<file path="config.mk">
export PLATFORM = sky130hd
export DESIGN_NAME = matrix_row_loader
export DESIGN_NICKNAME = d
export VERILOG_FILES = /design/src/rtl/matrix_pkg.sv /design/src/rtl/matrix_row_loader_row_packer.sv /design/src/rtl/matrix_row_loader.sv
export SDC_FILE = /design/constraint.sdc
export NUM_CORES = 1
export LEC_CHECK = 0
export ABC_AREA = 1
export CAP_MARGIN = 20
export CORE_MARGIN = 5
export CORE_UTILIZATION = 50
export CTS_CLUSTER_DIAMETER = 200
export DETAILED_ROUTE_END_ITERATION = 12
export PLACE_DENSITY_LB_ADDON = 0.3
export SYNTH_ARGS = -nofsm -noshare
export SYNTH_HDL_FRONTEND = slang
export SYNTH_SLANG_ARGS = --single-unit
</file>
<file path="constraint.sdc">
create_clock -name clk -period 3.14 [get_ports clk]
set_clock_uncertainty 0.15 [all_clocks]
set_input_delay 0.785 -clock clk [delete_from_list [all_inputs] [get_ports clk]]
set_output_delay 0.785 -clock clk [all_outputs]
set_load 0.01 [all_outputs]
</file>
<file path="src/rtl/matrix_pkg.sv">
// rtl/matrix_pkg.sv - shared constants and types for the matrix RAM row loader
package matrix_pkg;
  localparam int ELEM_W    = 16;
  localparam int ROW_ELEMS = 16;
  localparam int ROW_W     = ELEM_W * ROW_ELEMS;
  localparam int ADDR_W    = 5;
  localparam int DEPTH     = 16;
  localparam int CNT_W     = $clog2(ROW_ELEMS);

  localparam logic [ADDR_W-1:0] ADDR_MASK = ADDR_W'(DEPTH - 1);

  typedef logic [ROW_W-1:0] row_t;

  typedef enum logic [1:0] {
    IDLE = 2'd0,
    LOAD = 2'd1,
    DONE = 2'd2
  } loader_state_t;
endpackage

</file>
<file path="src/rtl/matrix_row_loader_row_packer.sv">
// rtl/matrix_row_loader_row_packer.sv - packs ROW_ELEMS elements into one row, element 0 at the LSBs
// row_data includes the element accepted this cycle, so row_valid can be registered straight into the RAM port.
module row_packer
  import matrix_pkg::*;
(
  input  logic              clk,
  input  logic              rst_n,
  input  logic              clr,
  input  logic              elem_valid,
  input  logic [ELEM_W-1:0] elem_data,
  output logic              row_valid,
  output logic [ROW_W-1:0]  row_data
);

  logic [CNT_W-1:0] cnt_q, cnt_d;
  row_t             pack_q, pack_d;

  always_comb begin
    cnt_d     = cnt_q;
    pack_d    = pack_q;
    row_valid = 1'b0;
    if (clr) begin
      cnt_d = '0;
    end else if (elem_valid) begin
      for (int k = 0; k < ROW_ELEMS; k++) begin
        if (cnt_q == CNT_W'(k)) begin
          pack_d[k*ELEM_W +: ELEM_W] = elem_data;
        end
      end
      if (cnt_q == CNT_W'(ROW_ELEMS - 1)) begin
        row_valid = 1'b1;
        cnt_d     = '0;
      end else begin
        cnt_d = cnt_q + 1'b1;
      end
    end
  end

  assign row_data = pack_d;

  always_ff @(posedge clk) begin
    if (!rst_n) begin
      cnt_q  <= '0;
      pack_q <= '0;
    end else begin
      cnt_q  <= cnt_d;
      pack_q <= pack_d;
    end
  end

endmodule

</file>
<file path="src/rtl/matrix_row_loader.sv">
// rtl/matrix_row_loader.sv - streams 16-bit elements into 256-bit rows written to the matrix RAM
// Optional abort input/aborted output enabled by defining ROW_LOADER_ABORT_EN.
module matrix_row_loader
  import matrix_pkg::*;
(
  input  logic              clk,
  input  logic              rst_n,
  input  logic              start,
  input  logic [ADDR_W-1:0] base_addr,
  input  logic [4:0]        num_rows,
  input  logic [ELEM_W-1:0] in_data,
  input  logic              in_valid,
  output logic              in_ready,
  output logic [ROW_W-1:0]  ram_d,
  output logic [ADDR_W-1:0] ram_addr,
  output logic              ram_wen,
  output logic              busy,
  output logic              done
`ifdef ROW_LOADER_ABORT_EN
  ,
  input  logic              abort,
  output logic              aborted
`endif
);

  loader_state_t     state_q, state_d;
  logic [ADDR_W-1:0] addr_q, addr_d;
  logic [4:0]        rows_q, rows_d;
  logic [4:0]        row_cnt_q, row_cnt_d;
  row_t              ram_d_q, ram_d_d;
  logic [ADDR_W-1:0] ram_addr_q, ram_addr_d;
  logic              ram_wen_q, ram_wen_d;
  logic              done_q, done_d;
  logic              pack_clr;
  logic              row_valid;
  row_t              row_data;
  logic              abort_hit;

`ifdef ROW_LOADER_ABORT_EN
  logic aborted_q, aborted_d;

  assign abort_hit = abort && (state_q == LOAD);

  always_comb begin
    aborted_d = abort_hit;
  end

  always_ff @(posedge clk) begin
    if (!rst_n) aborted_q <= 1'b0;
    else        aborted_q <= aborted_d;
  end

  assign aborted = aborted_q;
`else
  assign abort_hit = 1'b0;
`endif

  assign in_ready = (state_q == LOAD);
  assign busy     = (state_q != IDLE);

  row_packer u_packer (
    .clk        (clk),
    .rst_n      (rst_n),
    .clr        (pack_clr),
    .elem_valid (in_valid && in_ready),
    .elem_data  (in_data),
    .row_valid  (row_valid),
    .row_data   (row_data)
  );

  always_comb begin
    state_d    = state_q;
    addr_d     = addr_q;
    rows_d     = rows_q;
    row_cnt_d  = row_cnt_q;
    ram_d_d    = ram_d_q;
    ram_addr_d = ram_addr_q;
    ram_wen_d  = 1'b0;
    done_d     = 1'b0;
    pack_clr   = 1'b0;
    case (state_q)
      IDLE: begin
        if (start) begin
          rows_d    = num_rows;
          addr_d    = base_addr & ADDR_MASK;
          row_cnt_d = '0;
          if (num_rows == 5'd0) begin
            state_d = DONE;
            done_d  = 1'b1;
          end else begin
            state_d = LOAD;
          end
        end
      end
      LOAD: begin
        // Abort wins over a row completing in the same cycle: that write is dropped.
        if (abort_hit) begin
          pack_clr = 1'b1;
          state_d  = IDLE;
        end else if (row_valid) begin
          ram_wen_d  = 1'b1;
          ram_d_d    = row_data;
          ram_addr_d = addr_q;
          addr_d     = (addr_q + 1'b1) & ADDR_MASK;
          row_cnt_d  = row_cnt_q + 5'd1;
          if (row_cnt_q + 5'd1 == rows_q) begin
            state_d = DONE;
            done_d  = 1'b1;
          end
        end
      end
      DONE:    state_d = IDLE;
      default: state_d = IDLE;
    endcase
  end

  always_ff @(posedge clk) begin
    if (!rst_n) begin
      state_q    <= IDLE;
      addr_q     <= '0;
      rows_q     <= '0;
      row_cnt_q  <= '0;
      ram_d_q    <= '0;
      ram_addr_q <= '0;
      ram_wen_q  <= 1'b0;
      done_q     <= 1'b0;
    end else begin
      state_q    <= state_d;
      addr_q     <= addr_d;
      rows_q     <= rows_d;
      row_cnt_q  <= row_cnt_d;
      ram_d_q    <= ram_d_d;
      ram_addr_q <= ram_addr_d;
      ram_wen_q  <= ram_wen_d;
      done_q     <= done_d;
    end
  end

  assign ram_d    = ram_d_q;
  assign ram_addr = ram_addr_q;
  assign ram_wen  = ram_wen_q;
  assign done     = done_q;

endmodule

</file>
==> results_dict.tcl, run 1 <==
set metrics [dict create \
    status "finished with violations" \
    violations "max-slew violations" \
    crit_chain "nand2_1, clkinv_1, clkdlybuf4s50_1" \
    cts_root_buf "clkbuf_16" \
    ys_seq_area_share_pct 59.8 \
    routedWlPerCell_um 17.2 \
    critPathArrivalTime_ps 1890 \
    worstSetupStartpointType "flip-flop" \
    peakVddDrop_v 0.000421 \
    cap_violations 0 \
    ys_seq_elements 522 \
    synth-edff-count 0 \
    min-delay-path-class "reg2reg" \
    slew_headroom_pct -2.14 \
    hp-start "ram_d[94]" \
    swShare_pct 21.3 \
    place_congestion 0.785 \
    p_clk_share_pct 45.0 \
    total_power_uw 13000 \
    p_int_uw 10200 \
    die_h_um 197 \
    path_clk_slew_ps 60 \
    htree_levels 2 \
    cpPeakStageDelay_ps 540 \
    cts_tree "yes" \
    cp_data_required_time_ps 2200 \
    die_area_mm2 0.0388 \
    synth_area_leaders "dfxtp_1, o21ai_0, nor2_1, nand2_1, a21oi_1" \
    synth_top_cell_by_area "dfxtp_1" \
    syn_inst 2167 \
    critPathKind "reg2out" \
    io_buffer_count 292 \
    crit_start "state_q[0]" \
    crit_slowest_cell "clkdlybuf4s50_1" \
    post_cts_resized 0 \
    finalMaxSlewViolations 49 \
    cts_made_buffers 50 \
    seqPwrFrac_pct 51.5 \
    fin_setup_tns_ps 0 \
    firstDrtPassIters 5 \
    fp.dieW_um 197 \
    place_ws_ps 49.2 \
    rows 68 \
    synth_nets 2203 \
    max_freq_mhz 354 \
    critPathCaptureType "output port" \
    multi_input_area_mm2 0.00598 \
    postCtsSetupBuffers 0 \
    ys_types 31 \
    fin_util_pct 65.1 \
    regArea_mm2 0.0105 \
    drtAntennaViolNets 0 \
    synth_common_cells "dfxtp_1, nor2_1, nand2_1" \
    worst_slack_ps 319 \
    r2r_start "u_packer.cnt_q[0]" \
    grt_overflow_total 0 \
    grt_usage_pct 24.5 \
    rsz0062_at_grt "false" \
    fillers 2874 \
    syn_to_final_growth_pct 28.7 \
    switchingPower_uw 2770 \
    ctsHoldBuffers 0 \
    antenna_found_initial 1 \
    layout-drive-gt1-share_pct 5.43 \
    worstPathMaxFanout 9 \
    layout.nets 2448 \
    hold_viol_final 0 \
    grt_max_degree 244 \
    pwr_density_cell_mw_per_mm2 577 \
    cts.sinks 522 \
    vias_per_cell 5.19 \
    start_util_pct 50.6 \
    post-route-min-period_ps 2820 \
    syn_avg_cell_area_um2 8.06 \
    core_mm2 0.0345 \
    synth_top_cell_area_share_pct 59.8 \
    clock_path_buffers 3 \
    yosys.cell_count.top_type "dfxtp_1" \
    async_reset_ff_share_pct 0 \
    dp_hpwl_um 30100 \
    insertion_delay_ps 540 \
    first_iter_violations 1217 \
    hold_slack_ps 305 \
    finalSetupViolCount 0 \
    routed_wl_um 49900 \
    io_pins 295 \
    power.leakage_uw 0.00839 \
    synth-main-ff-cell "dfxtp_1" \
    tightest_slew_ps 1530 \
    period_share_pct 89.9 \
    drc_errors 0 \
    syn-cell-area_mm2 0.0175 \
    combPwrFrac_pct 3.5 \
    vias 15100 \
    grt_pass1_vias 14200 \
    grt_pass1_wl_um 77000 \
    ys.warnings.count 0 \
]
## stage by stage
| stage | cells | cell area, um2 |
|---|---|---|
| 4_1_cts | 2905 | 22500 |
| 5_1_grt | 2905 | 22500 |
| 2_1_floorplan | 2167 | 17500 |
| 3_3_place_gp | 2815 | 20900 |
| 6_report | 2906 | 22500 |
| 3_5_place_dp | 2815 | 20900 |
## worst max-delay path: cells and delay by family, from the launching register on
family                 cells  cell delay [ps]
buffers and inverters      2              660
and+or+nand+nor            1              260
DFF                        1              430
## power by group through the flow
stage / clock network, uW / registers, uW / logic [uW]
floorplan: 0 / 6830 / 247
global placement: 0 / 6830 / 447
detailed placement: 0 / 6830 / 453
CTS: 5920 / 6690 / 456
global route: 6210 / 6690 / 496
finish: 5840 / 6690 / 459
## registers in the layout, indices dropped and copies added, names as in the netlist
name,cells
ram_d,256
state_q,2
row_cnt_q,5
addr_q,4
rows_q,5
ram_wen,1
done,1
ram_addr,4
u_packer.cnt_q,4
u_packer.pack_q,240
## worst paths after layout
path | to | slack, ps | depth (start not counted)
worst max-delay path | in_ready | 320 | 3
worst min-delay path | ram_d[94] | 310 | 2
worst max register to register | ram_addr[0] | 690 | 7
worst min register to register | ram_d[94] | 310 | 2
## layout make-up
cell class,instances,area share [%]
timing repair buffer,343,15.1
multi-input combinational,1374,26.6
antenna,1,0.0111
sequential,522,46.5
tap,455,2.53
inverter,121,2.06
clock inverter,4,0.106
clock buffer,86,7.10
## layout by cell type, fill, tap and decap left out, types with 2 or more instances in the layout
cell and instances:
inv_6 3, clkdlybuf4s50_1 292, nand2_1 380, o21ai_1 17
nor2_4 2, clkbuf_8 19, buf_12 8, nor2_1 422
nor3_1 2, nand3_1 12, clkbuf_1 16, nor2_2 2
dfxtp_1 522, clkinv_2 3, nand4_1 3, inv_1 117
ha_1 6, a31oi_1 4, buf_4 43, clkbuf_16 51
a21oi_1 175, o21ai_0 339
## logic make-up (layout without fill, tap and decap cells)
kind of cell | count (synthesis) | count (layout) | share of synthesized area [%]
compound gates | 539 | 539 | 15.5
buf+inv | 271 | 554 | 6.00
xor+xnor | 2 | 2 | 0.100
flops | 522 | 522 | 59.8
other cells | 1 | 2 | 0.0215
simple gates | 826 | 826 | 18.1
fa+ha+maj | 6 | 6 | 0.430
## per-layer routing
metal / track usage (%) / vias up / part of all wire [%]
li1: - / 7374 / -
met1: 34.4 / 7138 / 45
met2: 39.1 / 504 / 45
met3: 5.06 / 74 / 8.0
met4: 6.09 / 0 / 2.3
met5: 0 / - / 0
Power figures use the tool's default switching activity.
==> run 2: changes to the inputs <==
CTS_BUF_LIST = sky130_fd_sc_hd__clkbuf_4   (was default)
DONT_BUFFER_PORTS = 1   (was default)
==> run 2 against run 1 <==
  * The run now ends clean
  * Non-clock buffer count fell by 292
  * Count of clock-buffer cells in the layout rose by 106
  * Flip-flop and latch count did not move
  * Clock power fell by 0.9%
  * Sequential share of layout area rose by 6.9 points
  * Hold slack got worse by 220 ps
  * Critical path depth did not move
  * Register-to-register slack improved by 80 ps
  * Combinational power fell by 10%
  * Final area fell by 13%
  * Largest power group unchanged
==> results_dict.tcl, run 2 (synthesis results as in run 1) <==
set metrics [dict create \
    final_common_cell "dfxtp_1" \
    max_freq_mhz 355 \
    fin_util_pct 56.7 \
    cp.depth 3 \
    grt_pass1_vias 13400 \
    status "completed" \
    switchingPower_uw 2960 \
    combPwrFrac_pct 3.2 \
    path_clk_slew_ps 60 \
    critPathArrivalTime_ps 1880 \
    largest_register_ffs 256 \
    cp_data_required_time_ps 2200 \
    routedWlPerCell_um 17.8 \
    p_int_uw 9930 \
    firstDrtPassIters 5 \
    post-route-min-period_ps 2820 \
    hold_viol_final 0 \
    drc_errors 0 \
    cts_made_buffers 133 \
    crit_chain "inv_1, nand2_1, clkinv_1" \
    die_h_um 197 \
    grt_max_degree 125 \
    insertion_delay_ps 810 \
    syn_to_final_growth_pct 12.0 \
    rsz0062_at_grt "false" \
    worstSetupStartpointType "flip-flop" \
    crit_slowest_cell "clkinv_1" \
    cap_violations 0 \
    place_ws_ps 423 \
    finalSetupViolCount 0 \
    cts_tree "yes" \
    dp_hpwl_um 28400 \
    critPathKind "reg2out" \
    place_congestion 0.796 \
    core_mm2 0.0345 \
    final_cell_area_mm2 0.0196 \
    fin_setup_tns_ps 0 \
    slew_headroom_pct 36.9 \
    finalMaxSlewViolations 0 \
    vias 14400 \
    mostFrequentLayoutCells "dfxtp_1, nor2_1, nand2_1" \
    grt_pass1_wl_um 74100 \
    period_share_pct 89.8 \
    peakVddDrop_v 0.000425 \
    layout.nets 2239 \
    worstPathMaxFanout 10 \
    antenna_found_initial 4 \
    first_iter_violations 1010 \
    pwr_density_cell_mw_per_mm2 659 \
    cts_root_buf "clkbuf_4" \
    dpl_cell_area_mm2 0.0178 \
    min_path_cells 2 \
    start_util_pct 50.6 \
    grt_usage_pct 24.1 \
    routed_wl_um 48600 \
    cp_top_family "buffers and inverters" \
    layout-drive-gt1-share_pct 11.2 \
    io_pins 295 \
    hold_slack_ps 88.9 \
    power.leakage_uw 0.00754 \
    clock_path_buffers 3 \
    htree_levels 4 \
    tightest_slew_ps 946 \
    p_clk_share_pct 44.9 \
    cpPeakStageDelay_ps 410 \
    swShare_pct 22.9 \
    cp.buffers_inverters 2 \
    rows 68 \
    min-delay-path-class "in2reg" \
    fp.dieW_um 197 \
    worst_slack_ps 321 \
    critPathCaptureType "output port" \
    die_area_mm2 0.0388 \
    cts.sinks 522 \
    reg2reg_depth 8 \
    io_buffer_count 0 \
    seqPwrFrac_pct 51.9 \
    vias_per_cell 5.24 \
    grt_overflow_total 0 \
    post_cts_resized 0 \
    drtAntennaViolNets 0 \
]
-- run 2: changes by cell type in the layout (fill, tap and decap cells not counted), sizes merged --
cell | previous run | this run
buf | 51 | 41
bufinv | 0 | 5
clkbuf | 86 | 192
clkdlybuf4s50 | 292 | 0
clkinv | 4 | 8
clkinvlp | 0 | 5
diode | 1 | 2
dlygate4sd3 | 0 | 10
inv | 121 | 124
-- run 2: power groups by stage --
stage	Combinational (uW)	Sequential (uW)	Clock (uW)
after global routing	446	6680	6350
after floorplan	247	6830	0
after global placement	391	6830	0
after detailed placement	397	6830	0
after CTS	412	6680	5940
final	413	6680	5790
-- run 2: final timing paths --
check	startpoint	endpoint	slack, ps
worst max-delay path	state_q[1]	in_ready	320
worst min-delay path	in_valid	u_packer.cnt_q[1]	90
worst max register to register	u_packer.cnt_q[0]	ram_d[200]	770
worst min register to register	u_packer.pack_q[145]	u_packer.pack_q[145]	320
-- run 2: what timing repair did --
action,CTS,global route
hold endpoints to repair,16,0
hold buffers,10,0
buffers inserted,0,0
endpoints found under the setup margin,0,0
-- run 2: through the flow --
stage	total power, uW	cells
floorplan	7070	2167
global placement	7220	2513
detailed placement	7230	2513
CTS	13000	2736
global route	13500	2738
finish	12900	2738
-- run 2: worst register-to-register path, stage by stage (launching register included) --
cell     delay [ps]
dfxtp_1         340
ha_1            220
nand3_1         120
nor2_2           90
inv_2            70
nor2_4           50
inv_6           500
buf_4           500
o21ai_0         190
-- run 2: final cells by class --
class                           instances  area (um2)
Clock buffer                          192        1440
Sequential cell                       522       10500
Tap cell                              455         569
Clock inverter                         21         230
Inverter                              121         464
Fill cell                            3247       15000
Antenna cell                            2        5.00
Multi-Input combinational cell       1374        5980
Timing Repair Buffer                   51         433
-- run 2: metal layers --
| layer | track usage, % | vias to the layer above | part of all wire, % |
|---|---|---|---|
| li1 | - | 7017 | - |
| met1 | 31.5 | 6716 | 42 |
| met2 | 36.4 | 526 | 44 |
| met3 | 9.90 | 95 | 11 |
| met4 | 8.60 | 0 | 2.3 |
| met5 | 0 | - | 0 |
